### src/rtl/icache_direct_if.sv
// Fetch-side and refill-side handshake bundle for the direct-mapped instruction cache.
// The slave modport is the cache; the master modport is the fetch stage plus the read master.
interface icache_direct_if #(
    parameter int LINE_WORDS = 4
);
    logic                     cpu_req_valid;
    logic [31:0]              cpu_req_addr;
    logic                     cpu_ready;
    logic                     cpu_resp_valid;
    logic [31:0]              cpu_resp_data;
    logic                     flush;
    logic                     refill_req_valid;
    logic [31:0]              refill_req_addr;
    logic                     refill_resp_valid;
    logic [LINE_WORDS*32-1:0] refill_resp_data;

    modport master (
        output cpu_req_valid, cpu_req_addr, flush, refill_resp_valid, refill_resp_data,
        input  cpu_ready, cpu_resp_valid, cpu_resp_data, refill_req_valid, refill_req_addr
    );

    modport slave (
        input  cpu_req_valid, cpu_req_addr, flush, refill_resp_valid, refill_resp_data,
        output cpu_ready, cpu_resp_valid, cpu_resp_data, refill_req_valid, refill_req_addr
    );
endinterface

### src/rtl/icache_direct.sv
// Direct-mapped read-only instruction cache, one outstanding fetch, blocking on miss.
// state     | meaning
// IDLE      | ready for a fetch; flush clears all valid bits
// LOOKUP    | compare stored tag for the latched address
// MISS_REQ  | single-cycle refill request to the read master
// MISS_WAIT | wait for the refill line, install it and answer the fetch
module icache_direct #(
    parameter int LINE_WORDS = 4,
    parameter int NUM_LINES  = 16
) (
    input logic            clk,
    input logic            rst,
    icache_direct_if.slave bus
);
    localparam int ADDR_WIDTH = 32;
    localparam int OFF_W      = $clog2(LINE_WORDS);
    localparam int IDX_W      = $clog2(NUM_LINES);
    localparam int TAG_W      = ADDR_WIDTH - 2 - OFF_W - IDX_W;
    localparam logic [ADDR_WIDTH-1:0] LINE_MASK = ADDR_WIDTH'(LINE_WORDS * 4 - 1);

    localparam logic [1:0] S_IDLE      = 2'd0;
    localparam logic [1:0] S_LOOKUP    = 2'd1;
    localparam logic [1:0] S_MISS_REQ  = 2'd2;
    localparam logic [1:0] S_MISS_WAIT = 2'd3;

    logic [1:0]               state;
    logic [ADDR_WIDTH-1:0]    addr_reg;
    logic [NUM_LINES-1:0]     valid;
    logic [TAG_W-1:0]         tag_mem  [NUM_LINES];
    logic [LINE_WORDS*32-1:0] data_mem [NUM_LINES];

    logic [OFF_W-1:0] off;
    logic [IDX_W-1:0] idx;
    logic [TAG_W-1:0] tag;
    logic [OFF_W+4:0] word_lsb;
    logic             hit;
    logic             refill_done;

    assign off         = addr_reg[2 +: OFF_W];
    assign idx         = addr_reg[2+OFF_W +: IDX_W];
    assign tag         = addr_reg[ADDR_WIDTH-1 -: TAG_W];
    assign word_lsb    = {off, 5'b0};
    assign hit         = valid[idx] && (tag_mem[idx] == tag);
    assign refill_done = (state == S_MISS_WAIT) && bus.refill_resp_valid;

    assign bus.cpu_ready = (state == S_IDLE) && !bus.flush;

    // Line storage needs no reset: every read is qualified by its valid bit.
    always_ff @(posedge clk) begin
        if (!rst && refill_done) begin
            tag_mem[idx]  <= tag;
            data_mem[idx] <= bus.refill_resp_data;
        end
    end

    always_ff @(posedge clk) begin
        if (rst) begin
            state                <= S_IDLE;
            valid                <= '0;
            addr_reg             <= '0;
            bus.cpu_resp_valid   <= 1'b0;
            bus.cpu_resp_data    <= '0;
            bus.refill_req_valid <= 1'b0;
            bus.refill_req_addr  <= '0;
        end else begin
            bus.cpu_resp_valid   <= 1'b0;
            bus.refill_req_valid <= 1'b0;
            case (state)
                S_IDLE: begin
                    if (bus.flush) begin
                        valid <= '0;
                    end else if (bus.cpu_req_valid) begin
                        addr_reg <= bus.cpu_req_addr;
                        state    <= S_LOOKUP;
                    end
                end
                S_LOOKUP: begin
                    if (hit) begin
                        bus.cpu_resp_data  <= data_mem[idx][word_lsb +: 32];
                        bus.cpu_resp_valid <= 1'b1;
                        state              <= S_IDLE;
                    end else begin
                        // Registered so the pulse lands exactly in the MISS_REQ cycle.
                        bus.refill_req_valid <= 1'b1;
                        bus.refill_req_addr  <= addr_reg & ~LINE_MASK;
                        state                <= S_MISS_REQ;
                    end
                end
                S_MISS_REQ: begin
                    state <= S_MISS_WAIT;
                end
                S_MISS_WAIT: begin
                    if (bus.refill_resp_valid) begin
                        valid[idx]         <= 1'b1;
                        bus.cpu_resp_data  <= bus.refill_resp_data[word_lsb +: 32];
                        bus.cpu_resp_valid <= 1'b1;
                        state              <= S_IDLE;
                    end
                end
                default: state <= S_IDLE;
            endcase
        end
    end
endmodule

### src/flat_wrapper.sv
// flat-port wrapper written by rule: the top's interface ports become plain ports
module icache_direct_flat 
#(
    parameter int LINE_WORDS = 4,
    parameter int NUM_LINES  = 16
)
  (clk, rst, bus_cpu_req_valid, bus_cpu_req_addr, bus_flush, bus_refill_resp_valid, bus_refill_resp_data, bus_cpu_ready, bus_cpu_resp_valid, bus_cpu_resp_data, bus_refill_req_valid, bus_refill_req_addr);
  icache_direct_if #(.LINE_WORDS(LINE_WORDS)) bus_i ();
  input logic clk;
  input logic rst;
  input wire logic [$bits(bus_i.cpu_req_valid)-1:0] bus_cpu_req_valid;
  input wire logic [$bits(bus_i.cpu_req_addr)-1:0] bus_cpu_req_addr;
  input wire logic [$bits(bus_i.flush)-1:0] bus_flush;
  input wire logic [$bits(bus_i.refill_resp_valid)-1:0] bus_refill_resp_valid;
  input wire logic [$bits(bus_i.refill_resp_data)-1:0] bus_refill_resp_data;
  output wire logic [$bits(bus_i.cpu_ready)-1:0] bus_cpu_ready;
  output wire logic [$bits(bus_i.cpu_resp_valid)-1:0] bus_cpu_resp_valid;
  output wire logic [$bits(bus_i.cpu_resp_data)-1:0] bus_cpu_resp_data;
  output wire logic [$bits(bus_i.refill_req_valid)-1:0] bus_refill_req_valid;
  output wire logic [$bits(bus_i.refill_req_addr)-1:0] bus_refill_req_addr;
  assign bus_i.cpu_req_valid = bus_cpu_req_valid;
  assign bus_i.cpu_req_addr = bus_cpu_req_addr;
  assign bus_i.flush = bus_flush;
  assign bus_i.refill_resp_valid = bus_refill_resp_valid;
  assign bus_i.refill_resp_data = bus_refill_resp_data;
  assign bus_cpu_ready = bus_i.cpu_ready;
  assign bus_cpu_resp_valid = bus_i.cpu_resp_valid;
  assign bus_cpu_resp_data = bus_i.cpu_resp_data;
  assign bus_refill_req_valid = bus_i.refill_req_valid;
  assign bus_refill_req_addr = bus_i.refill_req_addr;
  icache_direct #(.LINE_WORDS(LINE_WORDS), .NUM_LINES(NUM_LINES)) u_core (.clk(clk), .rst(rst), .bus(bus_i));
endmodule
### config.mk
export PLATFORM = sky130hd
export DESIGN_NAME = icache_direct_flat
export DESIGN_NICKNAME = d
export VERILOG_FILES = /design/src/rtl/icache_direct_if.sv /design/src/rtl/icache_direct.sv /design/src/flat_wrapper.sv
export SDC_FILE = /design/constraint.sdc
export NUM_CORES = 2
export LEC_CHECK = 0
export BUFFER_PORTS_ARGS = -buffer_cell sky130_fd_sc_hd__buf_2
export CAP_MARGIN = 10
export CORE_AREA = 2 2 473 475
export CTS_CLUSTER_SIZE = 16
export DETAILED_ROUTE_END_ITERATION = 8
export DIE_AREA = 0 0 475 477
export GPL_ROUTABILITY_DRIVEN = 0
export PLACE_DENSITY = 0.69
export REMOVE_ABC_BUFFERS = 1
export SLEW_MARGIN = 10
export SYNTH_ARGS = -nofsm -noshare
export SYNTH_HDL_FRONTEND = slang
export SYNTH_SLANG_ARGS = --single-unit
### constraint.sdc
create_clock -name clk -period 24.7 [get_ports clk]
set_input_delay 2.47 -clock clk [delete_from_list [all_inputs] [get_ports clk]]
set_output_delay 2.47 -clock clk [all_outputs]
set_load 0.02 [all_outputs]
==> results.ini <==
[global_route]
track_usage=0.2124
grt_pass1_wl_um=348500
grt_max_degree=120
grt_pass1_vias=49560
grt_overflow=0
antenna_found_initial=74

[power]
power_density_mw_per_mm2=79.14
ir_drop_mv=0.07528
p_leak_nw=34.26

[yosys]
synth_edf_count=2432
synthFlopType=edfxtp_1
async_reset_ff_frac=0
synth_seq_area_share=0.7606
mappedNetlistArea_mm2=0.09902
syn_avg_cell_area_um2=21.39
synth_cells=4630
yosysWarnings=0
ys_ff_latch=2546
synthDistinctLibCells=68

[route]
vias_per_cell=5.996
route.detailed.drc=0
via_count=48730
drtPass1Iterations=5
postRouteAntennaNets=0
drtIter0Drc=5614
wl_per_cell_um=29.80
finalWirelength_um=242200

[worst_setup_path]
worstRegToRegCells=12
arrival_ps=6970
crit_chain=buf_4, inv_4, and3_1, nand2_1, nor2_4, buf_4, buf_4
path_buf_inv=4
required_ps=25150
critPathMostFrequentCell=buf_4
start_kind=primary input
cp_num_cells=7
end_kind=flip-flop
cp_slowest_cell=buf_4
cpLargestDelayFamily=buffers and inverters
max_stage_delay_ps=940
crit_fanout=48
critical_path_class=primary input to flip-flop

[sta]
slew_headroom=0.2305
fin_crit_ps=6516
max_slew.worst_pin.slew_ps=1154
final_hold_viol_count=0
fin_skew_ps=43.69
setup_viol_count_final=0
report.final.slew_viol_count=0
fin_crit_sh=0.2638
holdWs_ps=451.8
fmax_ghz=0.1535
grt_setup_unrepaired=no

[floorplanning]
die_w_um=475
coreArea_mm2=0.2214
dieArea_mm2=0.2266
initial_utilization=0.4472
io-pin-count=232
die_y_um=477
rows=173

[cts]
cts_tree=yes
clock-sinks=2546
insertion_delay_ps=880
clk_pin_slew_ps=60
ctsHoldBuffers=0
htree_levels=4
clock_path_buffers=3
postCtsSetupBuffers=0
postCtsResizedCells=0
cts_root_buf=clkbuf_16
cts_buffers=237

[finish]
postLayoutCoreUtil=0.5027
top_regs=u_core.data_mem (2048), u_core.tag_mem (384), u_core.bus.cpu_resp_data (32)
area_growth_pct=12.42
layout_commonest_cell=edfxtp_1
registers.top_by_ff_count=u_core.data_mem
nets=5096
layout_common_cells=edfxtp_1 (2432), mux4_2 (639), nand2_1 (268)
fillCellCount=17310
largest_reg_flops=2048
drive_gt1_frac=0.2791
final_area_mm2=0.1113

[run_status]
run_status=finished clean

[place]
io_buffers=225
dp_hpwl_um=122800
place_area_mm2=0.1034

[min_path]
hp-class=flip-flop to flip-flop
hold_path_depth=2

[job]
max_cap_viol_count=0

final cells by class:
cell class | instances | area [µm²] | share of cell area
well taps | 2975 | 3722 | 0.03344
clock buffers | 317 | 6439 | 0.05784
clock inverters | 129 | 1410 | 0.01267
inverters | 7 | 38.79 | 0.0003484
repair buffers | 334 | 2110 | 0.01895
flip-flops and latches | 2546 | 75330 | 0.6768
diodes | 14 | 35.03 | 0.0003147
multi-input cells | 1805 | 22230 | 0.1997
logic make-up (layout without fill, tap and decap cells):
| kind of cell | count (synthesis) | count (layout) | synth area share |
|---|---|---|---|
| buffers and inverters | 282 | 787 | 0.01658 |
| AO/OA/AOI/OAI | 339 | 339 | 0.02441 |
| multiplexers | 892 | 892 | 0.1716 |
| other | 1 | 18 | 0.00003787 |
| AND/OR/NAND/NOR | 539 | 539 | 0.02406 |
| XOR/XNOR | 31 | 31 | 0.002742 |
| flip-flops | 2546 | 2546 | 0.7606 |
metrics by stage:
step	setup TNS [ps]	power, mW	worst slack, ps	instances
finish	0	8.809	18180	8127
global route	0	9.065	18120	8121
CTS	0	8.872	18260	8113
detailed placement	0	5.256	17330	7667
global placement	0	5.248	17380	7667
floorplan	-299290	5.288	-4880	4358
layer usage:
| layer | track usage | up-vias | share of wire |
|---|---|---|---|
| met2 | 0.3396 | 2158 | 0.49 |
| met1 | 0.2969 | 26190 | 0.41 |
| met5 | 0 | - | 0.0013 |
| met4 | 0.05461 | 52 | 0.021 |
| li1 | - | 19940 | - |
| met3 | 0.04679 | 391 | 0.084 |
synthesized netlist by cell type (all sizes together), types with 5 or more instances:
cell type | count | area share
o221ai | 11 | 0.00097
edfxtp | 2432 | 0.74
clkbuf | 93 | 0.0035
buf | 182 | 0.013
a2111oi | 15 | 0.0014
nor3 | 21 | 0.0011
inv | 5 | 0.00019
mux4 | 639 | 0.15
xor2 | 7 | 0.00062
xnor2 | 24 | 0.0021
o32ai | 7 | 0.00062
nand2b | 13 | 0.00082
nand3 | 16 | 0.00081
and3 | 17 | 0.0011
dfxtp | 114 | 0.023
a211oi | 37 | 0.0028
a21oi | 90 | 0.0045
a22oi | 10 | 0.00076
o22ai | 42 | 0.0027
a31oi | 24 | 0.0015
a32oi | 5 | 0.00044
a221oi | 5 | 0.00044
o31ai | 25 | 0.0031
mux2 | 54 | 0.0061
o2111ai | 5 | 0.00044
nand3b | 6 | 0.00045
and2 | 7 | 0.00044
nor2b | 32 | 0.0020
mux2i | 199 | 0.020
a311oi | 10 | 0.00088
nand4 | 31 | 0.0020
nor2 | 115 | 0.0044
o211a | 5 | 0.00051
o21ai | 26 | 0.0013
nand2 | 272 | 0.010
path summary, 6_finish.rpt:
check,end,startpoint,slack (ps)
setup / recovery,u_core.data_mem[2][55]$_DFFE_PP_,rst,18180
hold / removal,u_core.bus.refill_req_addr[26]$_SDFFE_PP0P_,u_core.bus.refill_req_addr[26]$_SDFFE_PP0P_,450
setup reg to reg,u_core.bus.cpu_resp_data[20]$_SDFFE_PP0P_,flip-flop,18340
hold reg to reg,u_core.bus.refill_req_addr[26]$_SDFFE_PP0P_,u_core.bus.refill_req_addr[26]$_SDFFE_PP0P_,450
worst min-delay path, cell delays in order, from the launching register on:
cell and delay [ps]:
dfxtp_1 300, nand2_1 50, mux2i_1 50
report_power, final:
| group | switching, mW | leakage, nW | internal (mW) | total, mW |
|---|---|---|---|---|
| sequential | 0.0247 | 22.8 | 4.73 | 4.75 |
| combinational | 0.240 | 7.60 | 0.171 | 0.410 |
| clock | 1.60 | 3.83 | 2.05 | 3.65 |
No activity file was read; power rests on OpenSTA's default activity.
